[src/rtl/dmem_byte_ctrl.sv]
// Byte-serial load/store controller: splits a CPU byte/half/word access into single-byte
// cycles on a byte-wide synchronous memory and reassembles/extends load data.
module dmem_byte_ctrl #(
    parameter int unsigned ADDR_W = 15
) (
    input  logic              clk,
    input  logic              rst_n,
    input  logic              req_valid,
    output logic              req_ready,
    input  logic              req_we,
    input  logic [1:0]        req_size,
    input  logic              req_unsigned,
    input  logic [ADDR_W-1:0] req_addr,
    input  logic [31:0]       req_wdata,
    output logic              resp_valid,
    output logic              resp_err,
    output logic [31:0]       resp_rdata,
    output logic [ADDR_W-1:0] mem_addr,
    output logic              mem_re,
    output logic              mem_we,
    output logic [7:0]        mem_wdata,
    input  logic [7:0]        mem_rdata
);

    typedef enum logic [1:0] {
        StIdle,
        StXfer,
        StWait,
        StResp
    } state_e;

    state_e state_q, state_d;

    // Request captured at acceptance
    logic              we_q;
    logic [1:0]        size_q;
    logic              uns_q;
    logic [ADDR_W-1:0] addr_q;
    logic [31:0]       wdata_q;
    logic              err_q;

    // Transfer progress and load assembly
    logic [1:0]        idx_q;
    logic [31:0]       rbuf_q;
    logic              re_q;
    logic [1:0]        ridx_q;

    logic              accept;
    logic              req_err;
    logic              xfer;
    logic [1:0]        last_idx;
    logic [7:0]        wbyte;

    assign req_ready = (state_q == StIdle);
    assign accept    = req_valid && req_ready;

    always_comb begin
        req_err = 1'b0;
        unique case (req_size)
            2'd0:    req_err = 1'b0;
            2'd1:    req_err = req_addr[0];
            2'd2:    req_err = (req_addr[1:0] != 2'b00);
            default: req_err = 1'b1;
        endcase
    end

    always_comb begin
        last_idx = 2'd0;
        unique case (size_q)
            2'd1:    last_idx = 2'd1;
            2'd2:    last_idx = 2'd3;
            default: last_idx = 2'd0;
        endcase
    end

    always_comb begin
        state_d = state_q;
        unique case (state_q)
            StIdle: begin
                if (accept) begin
                    state_d = req_err ? StResp : StXfer;
                end
            end
            StXfer: begin
                if (idx_q == last_idx) begin
                    // Loads need one extra cycle for the last byte to come back
                    state_d = we_q ? StResp : StWait;
                end
            end
            StWait:  state_d = StResp;
            StResp:  state_d = StIdle;
            default: state_d = StIdle;
        endcase
    end

    always_ff @(posedge clk) begin
        if (!rst_n) begin
            state_q <= StIdle;
            we_q    <= 1'b0;
            size_q  <= 2'd0;
            uns_q   <= 1'b0;
            addr_q  <= '0;
            wdata_q <= 32'd0;
            err_q   <= 1'b0;
            idx_q   <= 2'd0;
            rbuf_q  <= 32'd0;
            re_q    <= 1'b0;
            ridx_q  <= 2'd0;
        end else begin
            state_q <= state_d;
            re_q    <= mem_re;
            ridx_q  <= idx_q;
            if (accept) begin
                we_q    <= req_we;
                size_q  <= req_size;
                uns_q   <= req_unsigned;
                addr_q  <= req_addr;
                wdata_q <= req_wdata;
                err_q   <= req_err;
                idx_q   <= 2'd0;
                rbuf_q  <= 32'd0;
            end else begin
                if (state_q == StXfer) begin
                    idx_q <= idx_q + 2'd1;
                end
                // mem_rdata belongs to the read issued in the previous cycle
                if (re_q) begin
                    unique case (ridx_q)
                        2'd0: rbuf_q[7:0]   <= mem_rdata;
                        2'd1: rbuf_q[15:8]  <= mem_rdata;
                        2'd2: rbuf_q[23:16] <= mem_rdata;
                        2'd3: rbuf_q[31:24] <= mem_rdata;
                        default: ;
                    endcase
                end
            end
        end
    end

    assign xfer = (state_q == StXfer);

    always_comb begin
        wbyte = 8'd0;
        unique case (idx_q)
            2'd0: wbyte = wdata_q[7:0];
            2'd1: wbyte = wdata_q[15:8];
            2'd2: wbyte = wdata_q[23:16];
            2'd3: wbyte = wdata_q[31:24];
            default: wbyte = 8'd0;
        endcase
    end

    assign mem_re    = xfer && !we_q;
    assign mem_we    = xfer && we_q;
    assign mem_addr  = xfer ? (addr_q + ADDR_W'(idx_q)) : '0;
    assign mem_wdata = mem_we ? wbyte : 8'd0;

    assign resp_valid = (state_q == StResp);
    assign resp_err   = resp_valid && err_q;

    always_comb begin
        resp_rdata = 32'd0;
        if (resp_valid && !err_q && !we_q) begin
            unique case (size_q)
                2'd0:    resp_rdata = {{24{!uns_q && rbuf_q[7]}}, rbuf_q[7:0]};
                2'd1:    resp_rdata = {{16{!uns_q && rbuf_q[15]}}, rbuf_q[15:0]};
                default: resp_rdata = rbuf_q;
            endcase
        end
    end

endmodule

[config.mk]
export PLATFORM = sky130hd
export DESIGN_NAME = dmem_byte_ctrl
export DESIGN_NICKNAME = d
export VERILOG_FILES = /design/src/rtl/dmem_byte_ctrl.sv
export SDC_FILE = /design/constraint.sdc
export NUM_CORES = 1
export LEC_CHECK = 0
export BUFFER_PORTS_ARGS = -buffer_cell sky130_fd_sc_hd__buf_4
export CAP_MARGIN = 20
export CORE_MARGIN = 8
export CORE_UTILIZATION = 50
export CTS_BUF_LIST = sky130_fd_sc_hd__clkbuf_4 sky130_fd_sc_hd__clkbuf_8
export DETAILED_ROUTE_END_ITERATION = 16
export HOLD_SLACK_MARGIN = 0.06
export PLACE_DENSITY = 0.88
export SLEW_MARGIN = 20
export SYNTH_ARGS = -nofsm -noshare
export SYNTH_HDL_FRONTEND = slang
export SYNTH_SLANG_ARGS = --single-unit
[constraint.sdc]
create_clock -name clk -period 4.6 [get_ports clk]
set_clock_uncertainty 0.15 [all_clocks]
set_input_delay 0.92 -clock clk [delete_from_list [all_inputs] [get_ports clk]]
set_output_delay 0.92 -clock clk [all_outputs]
set_load 0.05 [all_outputs]
==> flow_metrics.py, run 1 <==
metrics = {
    "logic_synthesis": {
        "syn_avg_cell_area_um2": 9.44,
        "yosys-top-cells-area": "dfxtp_1 (45%), a22o_1 (10%), mux2i_1 (8.1%)",
        "synth_nets": 505,
        "ys_warn_count": 0,
        "yosysTopAreaCell": "dfxtp_1",
        "yosysTopAreaCellShare": 0.449,
        "syn_area_um2": 4060,
        "yosysSeqAreaShare": 0.449,
        "yosysMostFrequentCell": "dfxtp_1",
        "synth_cell_types": 40,
        "synth_commonest_cells": "dfxtp_1 (91), nor2_1 (63), a22o_1 (48)",
        "synth-async-reset-ratio": 0,
        "ys_seq_elements": 91,
        "synth_edf_count": 0,
        "ys.flop_type": "dfxtp_1",
        "syn_inst": 430,
    },
    "finish": {
        "multi_input_area_um2": 2050,
        "seq_area_um2": 1820,
        "area_delta_synth_final_pct": 27.4,
        "final_cells": 642,
        "drive_gt1_frac": 0.274,
        "fin_util": 0.643,
        "antennaDiodeCount": 0,
        "num-nets-final": 607,
        "fin_area_um2": 5170,
        "fillers": 653,
    },
    "power_and_ir_drop": {
        "switchingPower_mw": 0.808,
        "power_density_nw_per_um2": 423,
        "swShare": 0.370,
        "cellInternalPower_mw": 1.38,
        "leakagePower_nw": 2.37,
        "power.total_mw": 2.19,
        "clock_power_share": 0.239,
        "ir_drop_v": 0.000356,
        "seqPwrFrac": 0.455,
        "p_comb_frac": 0.306,
    },
    "sta": {
        "fin_setup_tns_ns": 0,
        "slew_headroom": 0.374,
        "finalSetupViolations": 0,
        "fin_crit_sh": 0.775,
        "finalCriticalPeriod_ns": 3.57,
        "hold-worst-slack_ns": 0.339,
        "tightestPinTransition_ns": 0.940,
        "max_freq_ghz": 0.280,
        "drv_slew": 0,
        "worst_slack_ns": 1.03,
        "hold_viol_final": 0,
        "rsz0062_at_grt": "false",
    },
    "min_path": {
        "min_path_cells": 2,
        "holdCritPathClass": "flip-flop to flip-flop",
    },
    "clocking": {
        "cts_resized": 0,
        "ctsHoldBuffers": 0,
        "cts_tree": "built",
        "post-cts-setup-buffers": 0,
        "cts.path.max_buffers": 2,
        "numCtsBuffers": 9,
        "clk-insertion-delay-late_ns": 0.36,
        "cts_root_buffer": "clkbuf_8",
        "clkTransAtPathRegs_ns": 0.09,
        "cts.sinks": 91,
        "htree_levels": 3,
    },
    "route": {
        "drc_errors": 0,
        "routed_via_density": 5.49,
        "drt_iter0_drc": 268,
        "ant_nets": 0,
        "drt_pre_antenna_iters": 5,
        "vias": 3522,
        "route.final.wire_length_um": 10700,
        "wl_per_cell_um": 16.7,
    },
    "run_status": {
        "status": "finished clean",
    },
    "global_route": {
        "grt_usage": 0.186,
        "grt_pass1_wl_um": 17400,
        "grt_max_degree": 53,
        "grt_pass1_vias": 3538,
        "busiest_layer": "met2",
        "met2_usage": 0.287,
        "grt_use_met1": 0.239,
        "grt_use_met3": 0.0708,
        "antenna_found_initial": 0,
        "grt_overflow": 0,
    },
    "floorplanning": {
        "row_count": 33,
        "pin_count": 122,
        "die_width_um": 106,
        "initial_utilization": 0.504,
        "die_y_um": 106,
        "core_area_um2": 8050,
        "dieArea_um2": 11300,
    },
    "place": {
        "dp.cells": 626,
        "pre_cts_ws_ns": 1.43,
        "placed_area_um2": 4980,
        "hpwl_um": 7970,
        "port-buffer-count": 121,
        "finalWeightedCongestion": 0.834,
    },
    "critical_path": {
        "crit_top_cell": "o21a_1",
        "crit_path_end_kind": "primary output",
        "cp.required_ns": 3.53,
        "cpPeakStageDelay_ns": 0.45,
        "crit_slowest_cell": "or2_2",
        "crit_fanout": 17,
        "path_class": "flip-flop to primary output",
        "cp_top_family": "simple AND/OR/NAND/NOR gates",
        "cp.arrival_ns": 2.50,
        "crit_cells": 7,
        "regToRegSetupSlack_ns": 2.35,
        "critPathLaunchType": "flip-flop",
        "path_cells": "inv_1 -> ha_1 -> or2_2 -> o21a_1 -> nor2_2 -> o21a_1 -> buf_4",
        "crit_buf_inv": 2,
        "worst-r2r-cell-count": 6,
    },
    "flow_run": {
        "maxCapViolations": 0,
    },
}
cell type report:
cell class | instances | area share
inverter | 11 | 0.00798
clock inverter | 5 | 0.00871
tap | 105 | 0.0254
clock buffer | 11 | 0.0293
sequential | 91 | 0.352
multi-input combinational | 295 | 0.397
timing repair buffer | 124 | 0.180
cell families after synthesis:
family	synth area share
simple gates	0.147
buf+inv	0.0462
xor+xnor	0.0280
mux	0.0814
fa+ha+maj	0.0419
flops	0.449
compound gates	0.206
power by group through the flow:
stage               combinational, mW  clock (mW)  sequential [mW]
finish                          0.670       0.522            0.996
floorplan                       0.503           0            0.978
global route                    0.728       0.574             1.01
detailed placement              0.664           0             1.01
CTS                             0.668       0.535            0.992
global placement                0.646           0             1.00
layout by cell type (no fill, tap or decap), types with 7 or more instances in the layout:
cell / n
and2_1: 7
o21ai_0: 10
a22o_1: 48
xor2_1: 11
nand2_1: 18
a222oi_1: 8
a21oi_1: 21
inv_1: 11
nor2_1: 63
o21a_1: 18
and3_1: 10
ha_1: 12
dfxtp_1: 91
clkbuf_8: 11
mux2i_1: 33
buf_4: 124
routing by layer:
metal  wire, µm  up-vias  share of wire
met5          0        -              0
met4        106        0         0.0099
met3        890       12          0.083
met2       4880      148           0.45
met1       4870     1627           0.45
li1           -     1735              -
worst min-delay path: stages, from the launching register on:
cell     delay (ns)
dfxtp_1        0.33
mux2i_1        0.06
nor2_1         0.07
registers in the layout (all words and copies together), names as in the netlist:
name / count
addr_q: 15
err_q: 1
idx_q: 2
rbuf_q: 32
re_q: 1
ridx_q: 2
size_q: 2
state_q: 2
uns_q: 1
wdata_q: 32
we_q: 1
final timing paths:
check,start,to
worst max register to register,state_q[0]$_SDFFE_PN0P_,wdata_q[5]$_SDFFE_PN0P_
worst max-delay path,size_q[0]$_SDFFE_PN0P_,resp_rdata[27]
worst min register to register,rbuf_q[0]$_SDFFE_PP0P_,rbuf_q[0]$_SDFFE_PP0P_
worst min-delay path,rbuf_q[0]$_SDFFE_PP0P_,rbuf_q[0]$_SDFFE_PP0P_
No activity file was read; power rests on OpenSTA's default activity.
==> inputs of run 2 (changes only) <==
==> constraint.sdc (replaced) <==
create_clock -name clk -period 3.5 [get_ports clk]
set_clock_uncertainty 0.15 [all_clocks]
set_input_delay 0.7 -clock clk [delete_from_list [all_inputs] [get_ports clk]]
set_output_delay 0.7 -clock clk [all_outputs]
set_load 0.05 [all_outputs]
==> run 2 against run 1 <==
Compared with the run above:
- sequential share of layout area decreased by 0.14 points
- sequential power increased by 32%
- first-iteration DRC count decreased by 35%
- total power increased by 34%
- via count increased by 1.5%
- die area unchanged
- wire length increased by 3.9%
- critical endpoint is now mem_addr[14]
==> flow_metrics.py, run 2 (synthesized netlist as in run 1, its figures left out) <==
metrics = {
    "sta": {
        "fin_crit_sh": 0.919,
        "fin_setup_tns_ns": 0,
        "tightestPinTransition_ns": 0.951,
        "slew_headroom": 0.366,
        "drv_slew": 0,
        "hold_viol_final": 0,
        "max_freq_ghz": 0.311,
        "finalCriticalPeriod_ns": 3.22,
        "finalSetupViolations": 0,
        "rsz0062_at_grt": "false",
    },
    "finish": {
        "mostFrequentLayoutCell": "buf_4",
        "num-nets-final": 607,
        "area_delta_synth_final_pct": 28.0,
        "final_cell_mix": "buf_4 (123), dfxtp_1 (91), nor2_1 (63), a22o_1 (48), mux2i_1 (33)",
        "fin_util": 0.645,
        "drive_gt1_frac": 0.274,
        "top_regs": "rbuf_q: 32 flops, wdata_q: 32 flops, addr_q: 15 flops",
        "antennaDiodeCount": 0,
    },
    "route": {
        "drc_errors": 0,
        "drt_iter0_drc": 173,
        "routed_via_density": 5.57,
        "vias": 3574,
        "ant_nets": 0,
        "drt_pre_antenna_iters": 5,
        "wl_per_cell_um": 17.4,
        "route.final.wire_length_um": 11200,
    },
    "place": {
        "hpwl_um": 8300,
        "port-buffer-count": 121,
        "finalWeightedCongestion": 0.848,
    },
    "floorplanning": {
        "dieArea_um2": 11300,
        "core_area_um2": 8050,
        "pin_count": 122,
        "die_y_um": 106,
        "die_width_um": 106,
        "initial_utilization": 0.504,
        "row_count": 33,
    },
    "power_and_ir_drop": {
        "power_density_nw_per_um2": 564,
        "switchingPower_mw": 1.07,
        "swShare": 0.365,
        "cellInternalPower_mw": 1.86,
        "ir_drop_v": 0.000311,
        "p_comb_frac": 0.306,
        "seqPwrFrac": 0.447,
        "clock_power_share": 0.247,
        "leakagePower_nw": 2.37,
    },
    "global_route": {
        "antenna_found_initial": 0,
        "grt_usage": 0.196,
        "grt_pass1_wl_um": 18100,
        "grt_max_degree": 53,
        "grt_pass1_vias": 3644,
        "grt_overflow": 0,
    },
    "flow_run": {
        "maxCapViolations": 0,
    },
    "clocking": {
        "cts_resized": 0,
        "ctsHoldBuffers": 0,
        "cts_tree": "built",
        "post-cts-setup-buffers": 0,
        "cts.path.max_buffers": 2,
        "htree_levels": 3,
        "cts_root_buffer": "clkbuf_8",
        "clk-insertion-delay-late_ns": 0.35,
        "clkTransAtPathRegs_ns": 0.09,
        "numCtsBuffers": 9,
        "cts.sinks": 91,
    },
    "critical_path": {
        "cp.required_ns": 2.65,
        "crit_fanout": 7,
        "cpPeakStageDelay_ns": 0.48,
        "path_class": "flip-flop to primary output",
        "cp.arrival_ns": 2.37,
        "reg2reg_from": "state_q[0]$_SDFFE_PN0P_",
        "crit_path_end_kind": "primary output",
        "crit_slowest_cell": "dfxtp_1",
        "path_cells": "ha_1 -> fa_1 -> nand3_4 -> or4_1 -> a21oi_1 -> buf_4",
        "startpoint": "idx_q[0]$_SDFFE_PP0N_",
        "critPathLaunchType": "flip-flop",
    },
    "min_path": {
        "hp-start": "wdata_q[31]$_SDFFE_PN0P_",
        "holdCritPathClass": "flip-flop to flip-flop",
    },
    "run_status": {
        "status": "finished clean",
    },
}
[run 2: cell types whose count changed in the layout (fill, tap and decap cells not counted)]
cell	previous run	this run
clkbuf_4	0	2
clkbuf_8	11	9
clkinv_4	2	0
clkinvlp_4	1	3
buf_12	0	1
buf_4	124	123
bufinv_16	0	1
inv_8	1	0
nor2_2	1	0
nor2_4	0	1
[run 2: final timing paths]
check / cells past startpoint / end / slack, ns
hold / removal: 1 / wdata_q[31]$_SDFFE_PN0P_ / 0.34
setup / recovery: 6 / mem_addr[14] / 0.28
hold reg to reg: 1 / wdata_q[31]$_SDFFE_PN0P_ / 0.34
setup reg to reg: 6 / wdata_q[11]$_SDFFE_PN0P_ / 1.35
[run 2: area by class of cell]
type / count / area [µm²]
Clock buffer: 11 / 139
Clock inverter: 5 / 61.3
Fill cell: 631 / 2860
Inverter: 11 / 41.3
Multi-Input combinational cell: 295 / 2060
Sequential cell: 91 / 1820
Tap cell: 105 / 131
Timing Repair Buffer: 124 / 943
[run 2: through the flow]
stage | power [mW] | setup WS (ns) | hold WS [ns] | cells | cell area, µm²
finish | 2.93 | 0.282 | 0.341 | 642 | 5190
global route | 3.08 | 0.0965 | 0.362 | 642 | 5190
CTS | 2.94 | 0.164 | 0.342 | 642 | 5190
detailed placement | 2.22 | 0.567 | 0.315 | 626 | 4990
global placement | 2.18 | 0.703 | 0.311 | 626 | 4990
floorplan | 1.95 | 0.416 | 0.298 | 430 | 4060
[run 2: routing by layer]
| metal | global-route usage | share of wire | vias to the layer above |
|---|---|---|---|
| met4 | 0.0754 | 0.013 | 0 |
| met1 | 0.238 | 0.44 | 1713 |
| li1 | - | - | 1733 |
| met2 | 0.321 | 0.47 | 117 |
| met3 | 0.0551 | 0.072 | 11 |
| met5 | 0 | 0 | - |
[run 2: worst max-delay path: cells and delay by family, from the launching register on]
kind | cells | cell delay (ns)
compound gates | 1 | 0.16
fa+ha+maj | 2 | 0.62
flops | 1 | 0.48
simple gates | 2 | 0.52
buf+inv | 1 | 0.22
[run 2: power by group through the flow]
stage               clock (mW)  sequential, mW  combinational, mW
finish                   0.723            1.31              0.897
floorplan                    0            1.29              0.661
detailed placement           0            1.33              0.892
CTS                      0.733            1.31              0.895
global route             0.778            1.33              0.976
global placement             0            1.32              0.859
==> inputs of run 3 (changes only) <==
--- a/config.mk
+++ b/config.mk
@@ -9,7 +9,8 @@
 export CAP_MARGIN = 20
 export CORE_MARGIN = 8
 export CORE_UTILIZATION = 50
-export CTS_BUF_LIST = sky130_fd_sc_hd__clkbuf_4 sky130_fd_sc_hd__clkbuf_8
+export CTS_BUF_LIST = sky130_fd_sc_hd__clkbuf_4
+export CTS_CLUSTER_SIZE = 12
 export DETAILED_ROUTE_END_ITERATION = 16
 export HOLD_SLACK_MARGIN = 0.06
 export PLACE_DENSITY = 0.88
==> run 3 against run 2 <==
Compared with the run above:
- cell count stayed put
- via count is 0.87% higher
- register-to-register slack worse by 0.03 ns
- die area stayed put
- critical endpoint unchanged
- largest cell class unchanged
- highest routed layer unchanged
==> flow_metrics.py, run 3 (synthesized netlist as in run 1, its figures left out) <==
metrics = {
    "place": {
        "finalWeightedCongestion": 0.848,
        "dp.cells": 626,
        "port-buffer-count": 121,
        "hpwl_um": 8300,
    },
    "route": {
        "drc_errors": 0,
        "ant_nets": 0,
        "drt_iter0_drc": 176,
        "wl_per_cell_um": 17.4,
        "routed_via_density": 5.62,
        "route.final.wire_length_um": 11200,
        "vias": 3605,
        "drt_pre_antenna_iters": 6,
    },
    "power_and_ir_drop": {
        "switchingPower_mw": 1.06,
        "seqPwrFrac": 0.467,
        "leakagePower_nw": 2.34,
        "ir_drop_v": 0.000379,
        "clock_power_share": 0.213,
        "cellInternalPower_mw": 1.75,
        "swShare": 0.378,
        "power_density_nw_per_um2": 547,
        "p_comb_frac": 0.320,
    },
    "critical_path": {
        "reg2reg_from": "state_q[0]$_SDFFE_PN0P_",
        "path_cells": "ha_1 -> fa_2 -> nand3_4 -> or4_1 -> a21oi_1 -> buf_4",
        "critPathLaunchType": "flip-flop",
        "crit_path_end_kind": "primary output",
        "cp.required_ns": 2.65,
        "crit_slowest_cell": "dfxtp_1",
        "crit_fanout": 7,
        "cp.arrival_ns": 2.41,
        "startpoint": "idx_q[0]$_SDFFE_PP0N_",
        "path_class": "flip-flop to primary output",
        "cpPeakStageDelay_ns": 0.50,
    },
    "global_route": {
        "grt_max_degree": 53,
        "grt_overflow": 0,
        "antenna_found_initial": 0,
        "grt_usage": 0.197,
        "grt_pass1_vias": 3627,
        "grt_pass1_wl_um": 18200,
    },
    "sta": {
        "finalSetupViolations": 0,
        "max_freq_ghz": 0.307,
        "hold_viol_final": 0,
        "slew_headroom": 0.371,
        "finalCriticalPeriod_ns": 3.26,
        "fin_setup_tns_ns": 0,
        "fin_crit_sh": 0.930,
        "drv_slew": 0,
        "tightestPinTransition_ns": 0.943,
        "rsz0062_at_grt": "false",
        "hold-worst-slack_ns": 0.298,
    },
    "finish": {
        "fillers": 645,
        "antennaDiodeCount": 0,
        "final_cell_mix": "buf_4 (123), dfxtp_1 (91), nor2_1 (63), a22o_1 (48), mux2i_1 (33)",
        "area_delta_synth_final_pct": 26.6,
        "multi_input_area_um2": 2060,
        "drive_gt1_frac": 0.276,
        "num-nets-final": 607,
        "final_cells": 642,
        "seq_area_um2": 1820,
        "mostFrequentLayoutCell": "buf_4",
        "top_regs": "rbuf_q: 32 flops, wdata_q: 32 flops, addr_q: 15 flops",
    },
    "min_path": {
        "holdCritPathClass": "input port to flip-flop",
        "hp-start": "req_wdata[28]",
    },
    "flow_run": {
        "maxCapViolations": 0,
    },
    "floorplanning": {
        "row_count": 33,
        "core_area_um2": 8050,
        "dieArea_um2": 11300,
        "pin_count": 122,
        "initial_utilization": 0.504,
        "die_width_um": 106,
        "die_y_um": 106,
    },
    "clocking": {
        "clk-insertion-delay-late_ns": 0.44,
        "cts_resized": 0,
        "cts.sinks": 91,
        "clkTransAtPathRegs_ns": 0.15,
        "ctsHoldBuffers": 0,
        "numCtsBuffers": 9,
        "htree_levels": 3,
        "cts_tree": "built",
        "cts_root_buffer": "clkbuf_4",
        "cts.path.max_buffers": 2,
        "post-cts-setup-buffers": 0,
    },
    "run_status": {
        "status": "finished clean",
    },
}
-- run 3: through the flow --
| stage | worst slack (ns) | instance area, µm² | power, mW | utilization |
|---|---|---|---|---|
| floorplan | 0.416 | 4060 | 1.95 | - |
| global placement | 0.703 | 4990 | 2.18 | 0.620 |
| detailed placement | 0.567 | 4990 | 2.22 | 0.620 |
| CTS | 0.0565 | 5130 | 2.81 | 0.638 |
| global route | 0.0244 | 5140 | 2.97 | 0.639 |
| finish | 0.245 | 5140 | 2.81 | 0.639 |
-- run 3: worst max-delay path, delay by kind of cell (launching register included) --
| kind | cells | cell delay (ns) |
|---|---|---|
| adders and majority gates | 2 | 0.58 |
| DFF | 1 | 0.50 |
| and+or+nand+nor | 2 | 0.51 |
| AOI/OAI and AO/OA | 1 | 0.15 |
| buffers and inverters | 1 | 0.22 |
-- run 3: cell type report --
type / instances / share of cell area
Clock buffer: 11 / 0.0161
Clock inverter: 5 / 0.0119
Inverter: 11 / 0.00803
Multi-Input combinational cell: 295 / 0.401
Sequential cell: 91 / 0.354
Tap cell: 105 / 0.0256
Timing Repair Buffer: 124 / 0.183
-- run 3: power groups by stage --
stage,clock (mW),sequential (mW),combinational [mW]
2_1_floorplan,0,1.29,0.661
3_3_place_gp,0,1.32,0.859
6_report,0.600,1.31,0.899
5_1_grt,0.658,1.33,0.977
3_5_place_dp,0,1.33,0.892
4_1_cts,0.607,1.31,0.895
-- run 3: routing by layer --
layer | track usage | vias up | share of wire
met3 | 0.0623 | 16 | 0.071
li1 | - | 1735 | -
met5 | 0 | - | 0
met4 | 0.0724 | 0 | 0.016
met2 | 0.320 | 120 | 0.47
met1 | 0.238 | 1734 | 0.44
-- run 3: final timing paths --
path | depth (start not counted) | endpoint | slack (ns)
worst min register to register | 1 | wdata_q[31]$_SDFFE_PN0P_ | 0.35
worst min-delay path | 2 | wdata_q[28]$_SDFFE_PN0P_ | 0.30
worst max register to register | 6 | addr_q[5]$_SDFFE_PN0P_ | 1.32
worst max-delay path | 6 | mem_addr[14] | 0.24
